`src/rtl/arbitro_vc_ctrl_pkg.sv`:
```
// rtl/arbitro_vc_ctrl_pkg.sv - shared constants, state encoding and routing helper
package arbitro_vc_ctrl_pkg;
  localparam int DATA_WIDTH = 6;
  localparam int ADDR_WIDTH = 2;
  localparam logic [ADDR_WIDTH:0] D_DEPTH = {1'b1, {ADDR_WIDTH{1'b0}}};
  localparam int DEST_BIT = 4;

  typedef enum logic [2:0] {
    ST_RESET,
    ST_INIT,
    ST_IDLE,
    ST_ACTIVE,
    ST_ERROR
  } state_e;

  // Destination FIFO index carried in the head word: 0 -> D0, 1 -> D1.
  function automatic logic dest_of(input logic [DATA_WIDTH-1:0] word);
    return word[DEST_BIT];
  endfunction
endpackage

```
`src/rtl/arbitro_vc_ctrl_if.sv`:
```
// rtl/arbitro_vc_ctrl_if.sv - VC FIFO heads/pops and D FIFO counts/pushes seen by the controller
interface arbitro_vc_ctrl_if;
  import arbitro_vc_ctrl_pkg::*;

  logic [DATA_WIDTH-1:0] vc0_data;
  logic [DATA_WIDTH-1:0] vc1_data;
  logic                  vc0_empty;
  logic                  vc1_empty;
  logic                  vc0_pop;
  logic                  vc1_pop;
  logic [ADDR_WIDTH:0]   d0_count;
  logic [ADDR_WIDTH:0]   d1_count;
  logic                  d0_push;
  logic                  d1_push;
  logic [DATA_WIDTH-1:0] data_out;

  modport master (
    input  vc0_data, vc1_data, vc0_empty, vc1_empty, d0_count, d1_count,
    output vc0_pop, vc1_pop, d0_push, d1_push, data_out
  );

  modport slave (
    output vc0_data, vc1_data, vc0_empty, vc1_empty, d0_count, d1_count,
    input  vc0_pop, vc1_pop, d0_push, d1_push, data_out
  );
endinterface

```
`src/rtl/arbitro_prioridad.sv`:
```
// rtl/arbitro_prioridad.sv - fixed VC0 priority with starvation override toward VC1
module arbitro_prioridad (
  input  logic [1:0] req,
  input  logic [3:0] starve_cnt,
  input  logic [3:0] umbral_vcs,
  output logic [1:0] gnt
);
  always_comb begin
    gnt = 2'b00;
    if (req[0] && !(req[1] && (starve_cnt >= umbral_vcs))) begin
      gnt[0] = 1'b1;
    end else if (req[1]) begin
      gnt[1] = 1'b1;
    end
  end
endmodule

```
`src/rtl/arbitro_vc_ctrl.sv`:
```
// rtl/arbitro_vc_ctrl.sv - link FSM, threshold latches and VC-to-D transfer sequencing
module arbitro_vc_ctrl
  import arbitro_vc_ctrl_pkg::*;
(
  input  logic              clk,
  input  logic              reset,
  input  logic              init,
  input  logic [3:0]        umbral_VCs_in,
  input  logic [3:0]        umbral_Ds_in,
  input  logic              fifo_error,
  arbitro_vc_ctrl_if.master bus,
  output logic [3:0]        umbral_VCs,
  output logic [3:0]        umbral_Ds,
  output logic              idle_out,
  output logic              active_out,
  output logic              error_out
);
  state_e                state_q, state_d;
  logic [3:0]            umbral_vcs_q, umbral_vcs_d;
  logic [3:0]            umbral_ds_q, umbral_ds_d;
  logic [3:0]            starve_cnt_q, starve_cnt_d;
  logic                  d0_push_q, d0_push_d;
  logic                  d1_push_q, d1_push_d;
  logic [DATA_WIDTH-1:0] data_q, data_d;
  logic                  idle_q, idle_d;
  logic                  active_q, active_d;
  logic                  error_q, error_d;

  logic                  error_det;
  logic                  grant_en;
  logic [1:0]            d_blocked;
  logic                  elig0, elig1;
  logic [1:0]            gnt;
  logic [DATA_WIDTH-1:0] head;

  assign error_det = fifo_error || (bus.d0_count > D_DEPTH) || (bus.d1_count > D_DEPTH);
  assign grant_en  = !reset && init && !error_det &&
                     ((state_q == ST_IDLE) || (state_q == ST_ACTIVE));

  // The in-flight push counts as occupancy so a threshold equal to depth never overfills.
  assign d_blocked[0] = (4'(bus.d0_count) + 4'(d0_push_q)) >= umbral_ds_q;
  assign d_blocked[1] = (4'(bus.d1_count) + 4'(d1_push_q)) >= umbral_ds_q;
  assign elig0 = !bus.vc0_empty && !d_blocked[dest_of(bus.vc0_data)];
  assign elig1 = !bus.vc1_empty && !d_blocked[dest_of(bus.vc1_data)];

  arbitro_prioridad u_prioridad (
    .req        ({elig1, elig0} & {2{grant_en}}),
    .starve_cnt (starve_cnt_q),
    .umbral_vcs (umbral_vcs_q),
    .gnt        (gnt)
  );

  assign head = gnt[1] ? bus.vc1_data : bus.vc0_data;

  always_comb begin
    state_d      = state_q;
    umbral_vcs_d = umbral_vcs_q;
    umbral_ds_d  = umbral_ds_q;
    starve_cnt_d = starve_cnt_q;
    data_d       = data_q;
    d0_push_d    = 1'b0;
    d1_push_d    = 1'b0;

    if (|gnt) begin
      data_d = head;
      if (dest_of(head)) d1_push_d = 1'b1;
      else               d0_push_d = 1'b1;
    end

    if (gnt[0] && elig1) begin
      starve_cnt_d = (starve_cnt_q == 4'hF) ? starve_cnt_q : starve_cnt_q + 4'd1;
    end else if (gnt[1] || !elig1) begin
      starve_cnt_d = 4'd0;
    end

    if (state_q == ST_INIT) begin
      umbral_vcs_d = umbral_VCs_in;
      umbral_ds_d  = umbral_Ds_in;
    end

    case (state_q)
      ST_RESET:  state_d = ST_INIT;
      ST_INIT:   state_d = init ? ST_IDLE : ST_INIT;
      ST_IDLE,
      ST_ACTIVE: begin
        if (!init) begin
          state_d = ST_INIT;
        end else if (!bus.vc0_empty || !bus.vc1_empty || d0_push_q || d1_push_q) begin
          state_d = ST_ACTIVE;
        end else begin
          state_d = ST_IDLE;
        end
      end
      ST_ERROR:  state_d = ST_ERROR;
      default:   state_d = ST_RESET;
    endcase
    if ((state_q != ST_RESET) && error_det) state_d = ST_ERROR;

    idle_d   = (state_d == ST_IDLE);
    active_d = (state_d == ST_ACTIVE);
    error_d  = (state_d == ST_ERROR);
  end

  always_ff @(posedge clk) begin
    if (reset) begin
      state_q      <= ST_RESET;
      umbral_vcs_q <= 4'd0;
      umbral_ds_q  <= 4'd0;
      starve_cnt_q <= 4'd0;
      d0_push_q    <= 1'b0;
      d1_push_q    <= 1'b0;
      data_q       <= '0;
      idle_q       <= 1'b0;
      active_q     <= 1'b0;
      error_q      <= 1'b0;
    end else begin
      state_q      <= state_d;
      umbral_vcs_q <= umbral_vcs_d;
      umbral_ds_q  <= umbral_ds_d;
      starve_cnt_q <= starve_cnt_d;
      d0_push_q    <= d0_push_d;
      d1_push_q    <= d1_push_d;
      data_q       <= data_d;
      idle_q       <= idle_d;
      active_q     <= active_d;
      error_q      <= error_d;
    end
  end

  assign bus.vc0_pop  = gnt[0];
  assign bus.vc1_pop  = gnt[1];
  assign bus.d0_push  = d0_push_q;
  assign bus.d1_push  = d1_push_q;
  assign bus.data_out = data_q;
  assign umbral_VCs   = umbral_vcs_q;
  assign umbral_Ds    = umbral_ds_q;
  assign idle_out     = idle_q;
  assign active_out   = active_q;
  assign error_out    = error_q;
endmodule

```
`src/flat_wrapper.sv`:
```
// flat-port wrapper written by rule: the top's interface ports become plain ports
module arbitro_vc_ctrl_flat import arbitro_vc_ctrl_pkg::*;
  (clk, reset, init, umbral_VCs_in, umbral_Ds_in, fifo_error, umbral_VCs, umbral_Ds, idle_out, active_out, error_out, bus_vc0_data, bus_vc1_data, bus_vc0_empty, bus_vc1_empty, bus_d0_count, bus_d1_count, bus_vc0_pop, bus_vc1_pop, bus_d0_push, bus_d1_push, bus_data_out);
  arbitro_vc_ctrl_if bus_i ();
  input  logic clk;
  input  logic reset;
  input  logic init;
  input  logic [3:0] umbral_VCs_in;
  input  logic [3:0] umbral_Ds_in;
  input  logic fifo_error;
  output logic [3:0] umbral_VCs;
  output logic [3:0] umbral_Ds;
  output logic idle_out;
  output logic active_out;
  output logic error_out;
  input wire logic [$bits(bus_i.vc0_data)-1:0] bus_vc0_data;
  input wire logic [$bits(bus_i.vc1_data)-1:0] bus_vc1_data;
  input wire logic [$bits(bus_i.vc0_empty)-1:0] bus_vc0_empty;
  input wire logic [$bits(bus_i.vc1_empty)-1:0] bus_vc1_empty;
  input wire logic [$bits(bus_i.d0_count)-1:0] bus_d0_count;
  input wire logic [$bits(bus_i.d1_count)-1:0] bus_d1_count;
  output wire logic [$bits(bus_i.vc0_pop)-1:0] bus_vc0_pop;
  output wire logic [$bits(bus_i.vc1_pop)-1:0] bus_vc1_pop;
  output wire logic [$bits(bus_i.d0_push)-1:0] bus_d0_push;
  output wire logic [$bits(bus_i.d1_push)-1:0] bus_d1_push;
  output wire logic [$bits(bus_i.data_out)-1:0] bus_data_out;
  assign bus_i.vc0_data = bus_vc0_data;
  assign bus_i.vc1_data = bus_vc1_data;
  assign bus_i.vc0_empty = bus_vc0_empty;
  assign bus_i.vc1_empty = bus_vc1_empty;
  assign bus_i.d0_count = bus_d0_count;
  assign bus_i.d1_count = bus_d1_count;
  assign bus_vc0_pop = bus_i.vc0_pop;
  assign bus_vc1_pop = bus_i.vc1_pop;
  assign bus_d0_push = bus_i.d0_push;
  assign bus_d1_push = bus_i.d1_push;
  assign bus_data_out = bus_i.data_out;
  arbitro_vc_ctrl u_core (.clk(clk), .reset(reset), .init(init), .umbral_VCs_in(umbral_VCs_in), .umbral_Ds_in(umbral_Ds_in), .fifo_error(fifo_error), .bus(bus_i), .umbral_VCs(umbral_VCs), .umbral_Ds(umbral_Ds), .idle_out(idle_out), .active_out(active_out), .error_out(error_out));
endmodule
```
`config.mk`:
```
export PLATFORM = sky130hd
export DESIGN_NAME = arbitro_vc_ctrl_flat
export DESIGN_NICKNAME = d
export VERILOG_FILES = /design/src/rtl/arbitro_vc_ctrl_pkg.sv /design/src/rtl/arbitro_vc_ctrl_if.sv /design/src/rtl/arbitro_prioridad.sv /design/src/rtl/arbitro_vc_ctrl.sv /design/src/flat_wrapper.sv
export SDC_FILE = /design/constraint.sdc
export NUM_CORES = 1
export LEC_CHECK = 0
export BUFFER_PORTS_ARGS = -buffer_cell sky130_fd_sc_hd__buf_2
export CAP_MARGIN = 5
export CORE_MARGIN = 2
export CORE_UTILIZATION = 53
export CTS_CLUSTER_SIZE = 12
export DETAILED_ROUTE_END_ITERATION = 12
export PLACE_DENSITY = 0.88
export SYNTH_ARGS = -nofsm -noshare
export SYNTH_HDL_FRONTEND = slang
export SYNTH_SLANG_ARGS = --single-unit
```
`constraint.sdc`:
```
create_clock -name clk -period 4.1 [get_ports clk]
set_input_delay 0.82 -clock clk [delete_from_list [all_inputs] [get_ports clk]]
set_output_delay 0.82 -clock clk [all_outputs]
set_load 0.05 [all_outputs]
```
# After elaboration in Yosys (flattened, before gate mapping)

Cells that the tools add are included.

Register bits: 26
Input bits: 32
Output and inout bits: 21
Word-level logic and storage cells: 80

Add/subtract/negate cells: 3
$lt $le $gt $ge: 7
Equal/unequal tests: 9
Mux-type cells: 18
Bitwise operators: 2
Reductions and logical operators: 31

Operators by type and width:

| operator            | number |
|---|---|
| $eq 3x2->1 const B  | 4 |
| $ge 4x4->1          | 3 |
| $mux 4              | 3 |
| $pmux 3 s4          | 1 |
| $mux 1              | 10 |
| $logic_and 1x1->1   | 9 |
| $add 3x1->4         | 2 |
| $logic_not 1->1     | 8 |
| $logic_or 1x1->1    | 7 |
| $eq 3x3->1 const B  | 2 |
| $gt 3x3->1 const B  | 2 |
| $mux 3              | 2 |
| $mux 6              | 1 |
| $reduce_or 2->1     | 3 |
| $add 4x1->4 const B | 1 |
| $eq 4x4->1 const B  | 1 |
| $lt 1x2->1 const B  | 2 |
| $eq 3x1->1 const B  | 1 |
| $logic_not 3->1     | 1 |
| $reduce_bool 3->1   | 1 |
| $and 2x2->2         | 1 |
| $mux 2              | 1 |
| $ne 2x2->1 const B  | 1 |
| $reduce_and 2->1    | 1 |
| 2 further kinds     | 2 |

# Logic depth before layout (Yosys ltp)

Gate-level depths: netlist of the first run.

Word-level depth: 14
Depth in mapped cells: 10
Depth with buffers taken out: 10

# Hierarchy

From an unflattened synthesis of the first run, not the netlist that was laid out.

Cell total of the unflattened synthesis: 166
Area total of the unflattened synthesis: 1463.9 µm²

Modules (own cells, without submodules):

| module            | times used | cells each | area each (µm²) | sequential area each (µm²) |
|---|---|---|---|---|
| arbitro_vc_ctrl   | 1          | 151        | 1352.5          | 520.5 |
| arbitro_prioridad | 1          | 15         | 111.4           | 0.0 |

# Worst setup path after synthesis of the first run

Ideal clock, no wire load.

Path kind: input port to output port
Start point: in bus_d0_count[0]
End point: out bus_vc0_pop
Arrival time: 3344 ps
Required time: 3280 ps
Path slack: -64 ps
Cell stages on the path: 7
Path buffers: 0
Cell sequence: ha_1 > ha_1 > xor2_1 > ha_1 > o2111ai_1 > a32o_2 > a211oi_1

Cells in the longest elaborated chain, start to end: 11
Elaborated cells on any way between the ends: 21
Classes of those cells: add/sub: 1; order compare: 2; mux: 5; bitwise: 1; reduce/logical: 12

RTL lines:

| element                                                          | line                                         | text |
|---|---|---|
| start: declaration                                               | flat_wrapper.sv:20                           | `input wire logic [$bits(bus_i.d0_count)-1:0] bus_d0_count;` |
| $add 3x1->4 or $gt 3x3->1 (tied branches)                        | arbitro_vc_ctrl.sv:41, arbitro_vc_ctrl.sv:36 |  |
| $ge 4x4->1 or $logic_or 1x1->1 (tied branches)                   | arbitro_vc_ctrl.sv:41, arbitro_vc_ctrl.sv:36 |  |
| $mux 1 (implied by the code) or $logic_or 1x1->1 (tied branches) | arbitro_vc_ctrl.sv:44, arbitro_vc_ctrl.sv:36 |  |
| $mux 1 (implied by the code) or $logic_not 1->1 (tied branches)  | arbitro_vc_ctrl.sv:44, arbitro_vc_ctrl.sv:37 |  |
| $logic_not 1->1 or $logic_and 1x1->1 (tied branches)             | arbitro_vc_ctrl.sv:44, arbitro_vc_ctrl.sv:37 |  |
| $logic_and 1x1->1, on equally long branches                      | arbitro_vc_ctrl.sv:44, arbitro_vc_ctrl.sv:37 |  |
| $and 2x2->2 *                                                    | arbitro_vc_ctrl.sv:47                        | `.req ({elig1, elig0} & {2{grant_en}}),` |
| $logic_and 1x1->1                                                | arbitro_prioridad.sv:10                      | `if (req[0] && !(req[1] && (starve_cnt >= umbral_vcs))) begin` |
| $logic_not 1->1                                                  | arbitro_prioridad.sv:10                      |  |
| $logic_and 1x1->1 *                                              | arbitro_prioridad.sv:10                      |  |
| $mux 1 *                                                         | arbitro_prioridad.sv:10                      |  |
| end: declaration                                                 | flat_wrapper.sv:22                           | `output wire logic [$bits(bus_i.vc0_pop)-1:0] bus_vc0_pop;` |

Mark *: on every way between the ends. The rest lies on a longest branch, timed or not. The select of a mux whose other input is x is not followed.

# Worst setup path in the final report of the first run

Ends and elaborated chain as after synthesis.

==> metrics.csv, run 1 <==
metric;value;unit
reg-to-reg setup timing slack;1.46;ns
die width;57.8;microns
Syn Nets;219;
final setup TNS;0;ns
Sequential Area;520;sq um
r2r startpoint;u_core.bus.d1_push;
dpl cell area;1830;sq um
Pre-antenna DRT Iters;5;
Final min period;3.64;ns
die height;57.8;microns
most frequent cells in the layout;52 x buf_2, 26 x dfxtp_1, 21 x nor2_1, 17 x ha_1, 15 x mux2i_1;
RSZ-0062 raised after global routing;no;
area grow syn2layout;21.2;%
CP Capture Type;output pin;
max-cap viol count;0;
Final Cycle Share;88.8;%
GPL Wtd Cong;0.814;
CTS H-tree lvls;1;
area of the multi-input gates;955;sq um
final instance area;1860;sq um
routed vias;1377;
vias per std cell;5.42;
die area;3340;sq um
Resized cells post-CTS;0;
Yosys Warn Count;0;
final net count;274;
Seq/Total Area, Yosys;34.0;%
Max clock buf depth;2;
commonest non-fill, non-tap cell in the layout;buf_2;
Worst Setup Path Type;in2out;
FF-to-FF path depth;10;
P_leak;0.974;nW
Detailed Place HPWL;2530;microns
Total GRT Usage;20.5;%
Worst Path Arrival;2.82;ns
CP startpoint;bus_d0_count[0];
Final WS setup;0.458;ns
Worst Path Required;3.28;ns
antenna violations before repair;0;
TritonCTS Sinks;26;
site row count;19;
top achievable clock speed;0.275;GHz
Max transition margin;44.4;%
largest net degree at the start of global routing;21;
fillers;239;
initial core utilization;55.5;%
Detailed Route Iter0 Violations;34;
Final setup viols;0;
status;finished clean;
share of cells above drive strength 1;28.3;%
TritonCTS buffer count;3;
# diodes;0;
Synth Area per Inst;9.01;sq um
final hold violation count;0;
Worst-path clk slew;0.13;ns
vias in the first global route;1280;
clock skew;0.00873;ns
#FFs+latches synth;26;
overall routed net length;3160;microns
Worst VDD drop;234;uV
cts hold-fix bufs;0;
Syn Std Cell Area;1530;sq um
CTS tree;yes;
# DRC;0;
Worst Hold Class;reg2reg;
core area;2760;sq um
Unique masters post-synth;34;
Routed Antenna Nets;0;
grt total ovfl;0;
Tightest Pin Transition;0.829;ns
Slew Limit Fails;0;
root buffer cell;clkbuf_4;
crit-path max FO;3;
fin util;67.3;%
clock latency on the worst-skew pair;0.33;ns
Pwr Total;0.000515;W
HP Start;u_core.state_q[2];
WL per Instance;12.5;microns
first-pass GRT wire length;5330;microns
# Post-CTS Setup Buffers;0;
Setup Slack @ Placement;0.436;ns
startpoint class of the critical path;primary input;
# port buffers;52;
hold path cells;1;
Ports;53;
Syn Inst Count;170;
pwr/cell area;277;nW/um^2
-- critical path: stages --
cell,delay (ns)
buf_2,0.11
ha_1,0.18
ha_1,0.19
xor2_1,0.16
ha_1,0.27
o2111ai_1,0.20
a32o_2,0.34
a211oi_2,0.25
buf_2,0.30
-- registers in the layout (all words and copies together) (netlist names) --
signal,count
u_core.error_out,1
u_core.bus.d0_push,1
u_core.umbral_Ds,4
u_core.active_out,1
u_core.bus.d1_push,1
u_core.state_q,3
u_core.umbral_VCs,4
u_core.idle_out,1
u_core.bus.data_out,6
u_core.starve_cnt_q,4
-- final cells by class --
class	instances	share of cell area [%]
clock buffer	3	1.21
inverter	12	2.43
multi-input combinational	128	51.4
sequential	26	28.0
tap	31	2.09
timing repair buffer	54	14.8
-- metrics by stage --
step | hold WS, ns | std cells
after CTS | 0.491 | 254
after global routing | 0.520 | 254
after detailed placement | 0.469 | 251
final | 0.491 | 254
after floorplan | 0.444 | 170
after global placement | 0.464 | 251
-- cell usage after synthesis (all sizes together) --
cell type / number / area share (%)
a21oi: 8 / 2.6
a32o: 1 / 0.74
nand4: 1 / 0.41
nand2: 7 / 1.7
and3: 3 / 1.2
o21a: 2 / 0.98
clkbuf: 4 / 1.1
a21boi: 1 / 0.49
nor2b: 6 / 2.5
o21ai: 3 / 0.98
a32oi: 2 / 2.4
nor4: 1 / 0.41
nor3: 9 / 3.3
or3b: 2 / 1.1
o211ai: 1 / 1.4
nand3: 6 / 2.0
xor2: 3 / 1.7
ha: 17 / 14
nand3b: 1 / 0.49
o31ai: 2 / 0.98
dfxtp: 26 / 34
a211oi: 2 / 0.98
inv: 12 / 2.9
nor3b: 2 / 0.98
nor2: 21 / 5.1
nand2b: 7 / 2.9
mux2i: 15 / 9.8
a21o: 1 / 0.49
a31oi: 1 / 0.41
o2111ai: 3 / 2.1
-- final timing paths --
check | to
worst max-delay path | bus_vc0_pop
worst min-delay path | u_core.state_q[0]
worst max register to register | u_core.bus.data_out[4]
worst min register to register | u_core.state_q[0]
-- cells by family after synthesis --
family                   share of synthesized area, %
flip-flops                                       34.0
AND/OR/NAND/NOR                                  22.1
buffers and inverters                            4.00
AO/OA/AOI/OAI                                    14.5
multiplexers                                     9.80
XOR/XNOR                                         1.72
adder cells (fa/ha/maj)                          13.9
-- routing by layer --
metal	routed length, microns	global-route usage, %
met1	1440	26.3
met2	1470	35.2
met3	195	2.68
met4	53	6.98
met5	0	0
-- power by group --
| group | internal, W | leakage, nW | total [W] | switching (W) |
|---|---|---|---|---|
| logic | 0.0000488 | 0.749 | 0.000134 | 0.0000852 |
| clock network | 0.0000346 | 0.0138 | 0.000112 | 0.0000776 |
| registers | 0.000263 | 0.211 | 0.000269 | 0.00000594 |
| total | 0.000346 | 0.974 | 0.000515 | 0.000169 |
Note: power is estimated with default switching activity, not from simulation.
==> run 2, diff against run 1 <==
--- a/config.mk
+++ b/config.mk
@@ -5,13 +5,15 @@
 export SDC_FILE = /design/constraint.sdc
 export NUM_CORES = 1
 export LEC_CHECK = 0
+export ABC_AREA = 1
 export BUFFER_PORTS_ARGS = -buffer_cell sky130_fd_sc_hd__buf_2
 export CAP_MARGIN = 5
 export CORE_MARGIN = 2
-export CORE_UTILIZATION = 53
+export CORE_UTILIZATION = 45
+export CTS_BUF_LIST = sky130_fd_sc_hd__clkbuf_8 sky130_fd_sc_hd__clkbuf_16
 export CTS_CLUSTER_SIZE = 12
 export DETAILED_ROUTE_END_ITERATION = 12
-export PLACE_DENSITY = 0.88
+export PLACE_DENSITY = 0.76
 export SYNTH_ARGS = -nofsm -noshare
 export SYNTH_HDL_FRONTEND = slang
 export SYNTH_SLANG_ARGS = --single-unit
==> run 2 against run 1 <==
Via count increased by 13%; critical path depth increased by 7; sequential cell count unchanged; clock power increased by 91%; total power increased by 85%; sequential share of layout area decreased by 2.1 points; routed wire length increased by 11%; largest cell class unchanged.
==> metrics.csv, run 2 <==
metric;value;unit;change
CP Capture Type;output pin;;
Syn Inst Count;215;;+26%
fillers;320;;+34%
initial core utilization;47.8;%;-7.8 points
Max clock buf depth;2;;unchanged
mux cell area share after synthesis;0;%;-9.8 points
crit-path max FO;5;;+2
max FFs per register;6;;unchanged
site row count;21;;+2
clock skew;0.00246;ns;-0.00626 ns
CTS H-tree lvls;1;;unchanged
Final setup viols;0;;unchanged
die height;64.0;microns;+11%
largest net degree at the start of global routing;16;;-24%
ys flop type;dfxtp_1;;
pwr/cell area;475;nW/um^2;+71%
TritonCTS Sinks;26;;unchanged
final hold violation count;0;;unchanged
die area;4090;sq um;+23%
share of cells above drive strength 1;28.5;%;+0.27 points
Unique masters post-synth;35;;+2.9%
GPL Wtd Cong;0.811;;-0.33%
Slew Limit Fails;0;;unchanged
Tightest Pin Transition;0.399;ns;-0.430 ns
post-synthesis simple-gate area fraction;27.8;%;+5.8 points
area grow syn2layout;24.0;%;
# Post-CTS Setup Buffers;0;;unchanged
Max transition margin;73.2;%;+29 points
startpoint class of the critical path;primary input;;
Worst Hold Class;reg2reg;;
Detailed Route Iter0 Violations;37;;+8.8%
die width;64.0;microns;+11%
most frequent cell after synthesis;inv_1;;
Syn Nets;264;;+21%
Synth Area per Inst;7.53;sq um;-16%
vias per std cell;4.91;;-9.3%
hold path cells;2;;+1
largest family of logic cells by synthesized area;simple AND/OR/NAND/NOR gates;;
Compound-Gate Fraction of Synth Area;15.2;%;+0.68 points
cts hold-fix bufs;0;;unchanged
clock latency on the worst-skew pair;0.28;ns;-0.05 ns
RSZ-0062 raised after global routing;no;;
Setup Slack @ Placement;0.384;ns;-0.0520 ns
status;finished clean;;
fraction of the mapped netlist area in adder cells;13.1;%;-0.75 points
Sequential Area;520;sq um;unchanged
vias in the first global route;1435;;+12%
Pre-antenna DRT Iters;4;;-1
Final Cycle Share;90.0;%;+1.2 points
area leader, netlist;dfxtp_1;;
Final min period;3.69;ns;+0.0501 ns
#FFs+latches synth;26;;unchanged
# DRC;0;;unchanged
most frequent cells in the layout;52 x buf_2, 36 x inv_1, 33 x nand2_1, 26 x dfxtp_1, 22 x nor2_1;;
Resized cells post-CTS;0;;unchanged
Crit path top cell by count;nand2_1;;
top area cells in the synthesized netlist;dfxtp_1 32%, ha_1 13%, inv_1 8.3%;;
Worst-path clk slew;0.09;ns;-0.04 ns
post-synth top area share;32.1;%;-1.8 points
# port buffers;52;;unchanged
Total GRT Usage;18.0;%;-2.5 points
WHS;0.459;ns;-0.0313 ns
final instance area;2010;sq um;+8.1%
dpl cell area;1940;sq um;+5.5%
worst stage delay on the critical path;0.28;ns;-0.06 ns
Seq/Total Area, Yosys;32.1;%;-1.8 points
CTS tree;yes;;
Post-synth ARST share;0;%;unchanged
# diodes;0;;unchanged
core area;3390;sq um;+23%
max-cap viol count;0;;unchanged
Worst path slowest cell;ha_1;;
P_leak;1.06;nW;+8.8%
xor and xnor fraction of the mapped netlist area;2.16;%;+0.45 points
Post-synth EDFFs;0;;unchanged
final setup TNS;0;ns;unchanged
first-pass GRT wire length;5830;microns;+9.5%
antenna violations before repair;0;;unchanged
crit-path cells;buf_2 > ha_1 > ha_1 > xor2_1 > ha_1 > nand2_1 > inv_1 > nand2_1 > nand3_1 > nand2_1 > inv_1 > nor2_2 > nand3b_1 > nand2_1 > inv_1 > buf_2;;
Worst Path Required;3.28;ns;about the same
Worst Path Arrival;2.87;ns;+0.05 ns
Detailed Place HPWL;2840;microns;+12%
routed vias;1553;;+13%
Worst Setup Path Type;in2out;;
Routed Antenna Nets;0;;unchanged
Yosys Warn Count;0;;unchanged
final net count;320;;+17%
most common library cells after synthesis;36 x inv_1, 33 x nand2_1, 26 x dfxtp_1, 22 x nor2_1;;
grt total ovfl;0;;unchanged
overall routed net length;3520;microns;+11%
root buffer cell;clkbuf_8;;
top achievable clock speed;0.271;GHz;-1.4%
Ports;53;;unchanged
area of the multi-input gates;945;sq um;-1.0%
TritonCTS buffer count;3;;unchanged
commonest non-fill, non-tap cell in the layout;buf_2;;
Syn Std Cell Area;1620;sq um;+5.7%
WL per Instance;11.1;microns;-11%
Worst VDD drop;223;uV;-4.8%
FF-to-FF path depth;16;;+6
Final WS setup;0.408;ns;-0.0501 ns
==> run 2: cell types whose count changed after synthesis, sizes merged, moves of 3 or more <==
cell | previous run | this run
nand2 | 7 | 36
inv | 12 | 38
o21ai | 3 | 22
mux2i | 15 | 0
a21oi | 8 | 18
nand2b | 7 | 0
nor3 | 9 | 2
nand4 | 1 | 7
nor2b | 6 | 0
nor2 | 21 | 26
clkbuf | 4 | 1
o2111ai | 3 | 0
==> run 2: kinds of logic after synthesis <==
family,count (synthesis)
adder cells (fa/ha/maj),17
AO/OA/AOI/OAI,43
AND/OR/NAND/NOR,85
XOR/XNOR,4
buffers and inverters,40
flip-flops,26
==> run 2: worst max-delay path: cells and delay by family <==
family	cells	cell delay, ns
adders and majority gates	3	0.65
xor gates and xnor gates	1	0.16
and+or+nand+nor	7	0.78
buffers and inverters	5	0.45
==> run 2: per-layer routing <==
metal  part of all wire (%)  GRT usage [%]
met1                     45           19.9
met4                   0.54           4.35
met3                    4.0           4.40
met2                     51           34.0
met5                      0              0
==> run 2: through the flow <==
stage	power (W)	util, %	std cells
after CTS	0.000961	59.2	316
after detailed placement	0.000745	57.1	312
after floorplan	0.000651	-	215
after global routing	0.00102	59.2	316
after global placement	0.000736	57.1	312
final	0.000954	59.2	316
==> run 2: where the power goes <==
| part | total (W) | internal (W) | switching, W |
|---|---|---|---|
| registers | 0.000319 | 0.000293 | 0.0000258 |
| logic | 0.000421 | 0.000132 | 0.000289 |
| clock network | 0.000214 | 0.000131 | 0.0000835 |
| total | 0.000954 | 0.000556 | 0.000398 |
==> run 2: area by class of cell <==
| cell class | instances | share of cell area [%] |
|---|---|---|
| multi-input combinational | 149 | 47.1 |
| clock buffer | 3 | 2.06 |
| inverter | 38 | 7.23 |
| sequential | 26 | 25.9 |
| timing repair buffer | 53 | 13.3 |
| tap | 46 | 2.87 |
| clock inverter | 1 | 1.50 |
==> run 2: final timing paths <==
path / from / endpoint / slack, ns
min: u_core.bus.data_out[4] / u_core.bus.data_out[4] / 0.46
max reg2reg: u_core.bus.d0_push / u_core.starve_cnt_q[1] / 1.65
min reg2reg: u_core.bus.data_out[4] / u_core.bus.data_out[4] / 0.46
max: bus_d0_count[0] / bus_vc0_pop / 0.41
==> run 3, diff against run 2 <==
--- a/config.mk
+++ b/config.mk
@@ -5,7 +5,6 @@
 export SDC_FILE = /design/constraint.sdc
 export NUM_CORES = 1
 export LEC_CHECK = 0
-export ABC_AREA = 1
 export BUFFER_PORTS_ARGS = -buffer_cell sky130_fd_sc_hd__buf_2
 export CAP_MARGIN = 5
 export CORE_MARGIN = 2
@@ -13,7 +12,8 @@
 export CTS_BUF_LIST = sky130_fd_sc_hd__clkbuf_8 sky130_fd_sc_hd__clkbuf_16
 export CTS_CLUSTER_SIZE = 12
 export DETAILED_ROUTE_END_ITERATION = 12
-export PLACE_DENSITY = 0.76
+export PLACE_DENSITY = 0.77
+export SLEW_MARGIN = 30
 export SYNTH_ARGS = -nofsm -noshare
 export SYNTH_HDL_FRONTEND = slang
 export SYNTH_SLANG_ARGS = --single-unit
==> constraint.sdc (replaced) <==
create_clock -name clk -period 3.9 [get_ports clk]
set_input_delay 0.78 -clock clk [delete_from_list [all_inputs] [get_ports clk]]
set_output_delay 0.78 -clock clk [all_outputs]
set_load 0.05 [all_outputs]
==> run 3 against run 2 <==
Register-to-register slack got worse by 0.40 ns; core utilization decreased by 1.6 points; critical path depth down 7; worst hold slack gained 0.023 ns; sequential power down 11%; largest cell class unchanged; largest power group is now sequential cells.
==> metrics.csv, run 3 (synthesis gave the netlist of run 1 again) <==
metric;value;unit;change
status;finished clean;;
core area;3310;sq um;-2.3%
reg-to-reg setup timing slack;1.25;ns;-0.40 ns
die area;3890;sq um;-5.1%
die width;62.3;microns;-2.6%
startpoint class of the critical path;primary input;;
final net count;274;;-14%
Detailed Place HPWL;2720;microns;-4.2%
Total GRT Usage;18.6;%;+0.61 points
crit-path max FO;3;;-2
first-pass GRT wire length;5780;microns;-0.94%
area grow syn2layout;24.6;%;
TritonCTS buffer count;3;;unchanged
die height;62.3;microns;-2.6%
Worst Path Required;3.12;ns;-0.16 ns
root buffer cell;clkbuf_8;;
GPL Wtd Cong;0.799;;-1.5%
fin util;57.6;%;-1.6 points
max FFs per register;6;;unchanged
Pre-antenna DRT Iters;4;;unchanged
CTS tree;yes;;
clock latency on the worst-skew pair;0.27;ns;about the same
WL per Instance;12.4;microns;+11%
most frequent cells in the layout;52 x buf_2, 26 x dfxtp_1, 21 x nor2_1, 17 x ha_1, 15 x mux2i_1;;
Worst Setup Path Type;in2out;;
max-cap viol count;0;;unchanged
Detailed Route Iter0 Violations;61;;+65%
Resized cells post-CTS;0;;unchanged
Pwr Total;0.000599;W;-37%
# DRC;0;;unchanged
# port buffers;52;;unchanged
Final setup viols;0;;unchanged
antenna violations before repair;0;;unchanged
# diodes;0;;unchanged
Final min period;3.58;ns;
Worst VDD drop;140;uV;-37%
Max clock buf depth;2;;unchanged
pwr/cell area;314;nW/um^2;-34%
cts hold-fix bufs;0;;unchanged
overall routed net length;3350;microns;-4.8%
top achievable clock speed;0.279;GHz;
CP Capture Type;output pin;;
Max transition margin;46.8;%;-26 points
Worst Path Arrival;2.80;ns;-0.07 ns
share of cells above drive strength 1;28.6;%;+0.053 points
TritonCTS Sinks;26;;unchanged
Ports;53;;unchanged
final hold violation count;0;;unchanged
CTS H-tree lvls;1;;unchanged
P_leak;0.989;nW;-6.7%
commonest non-fill, non-tap cell in the layout;buf_2;;
Slew Limit Fails;0;;unchanged
Worst-path clk slew;0.09;ns;about the same
clock skew;0.00190;ns;-0.000566 ns
Worst Hold Class;reg2reg;;
fillers;328;;+2.5%
Final Cycle Share;91.8;%;
Routed Antenna Nets;0;;unchanged
site row count;21;;unchanged
RSZ-0062 raised after global routing;no;;
vias in the first global route;1332;;-7.2%
WHS;0.482;ns;+0.0230 ns
largest net degree at the start of global routing;21;;+5
vias per std cell;5.13;;+4.3%
Tightest Pin Transition;0.793;ns;+0.395 ns
grt total ovfl;0;;unchanged
initial core utilization;46.3;%;-1.5 points
final setup TNS;0;ns;unchanged
routed vias;1384;;-11%
# Post-CTS Setup Buffers;0;;unchanged
-- run 3: critical path, stage by stage --
cell and delay [ns]:
buf_2 0.11, ha_1 0.18, ha_1 0.19, xor2_1 0.16, ha_1 0.28, o2111ai_1 0.20, a32o_2 0.34, a211oi_2 0.26
buf_2 0.30
-- run 3: path summary, 6_finish.rpt --
check / startpoint / end / depth (start not counted)
setup reg to reg: u_core.bus.d1_push / u_core.bus.data_out[4] / 10
setup / recovery: bus_d0_count[0] / bus_vc0_pop / 9
hold reg to reg: u_core.bus.data_out[5] / u_core.bus.data_out[5] / 2
hold / removal: u_core.bus.data_out[5] / u_core.bus.data_out[5] / 2
-- run 3: layer usage --
metal	global-route usage, %	wire [microns]
met1	23.1	1530
met2	33.2	1600
met3	2.72	188
met4	5.83	36
met5	0	0
-- run 3: area by class of cell --
cell class              count  area [sq um]  area share [%]
clock buffers               4          55.1            2.89
inverters                  12          45.0            2.36
multi-input cells         128           955            50.0
flip-flops and latches     26           520            27.3
well taps                  46          57.6            3.02
repair buffers             54           275            14.4
-- run 3: metrics by stage --
| step | cells | cell area (sq um) | setup slack [ns] |
|---|---|---|---|
| floorplan | 170 | 1540 | 0.309 |
| global placement | 266 | 1850 | 0.349 |
| detailed placement | 266 | 1850 | 0.315 |
| CTS | 270 | 1910 | 0.317 |
| global route | 270 | 1910 | 0.210 |
| finish | 270 | 1910 | 0.321 |
-- run 3: report_power, final --
part / leakage [nW] / internal [W] / total (W) / switching (W)
clock network: 0.0288 / 0.0000902 / 0.000174 / 0.0000837
logic: 0.749 / 0.0000520 / 0.000143 / 0.0000906
registers: 0.211 / 0.000276 / 0.000283 / 0.00000684
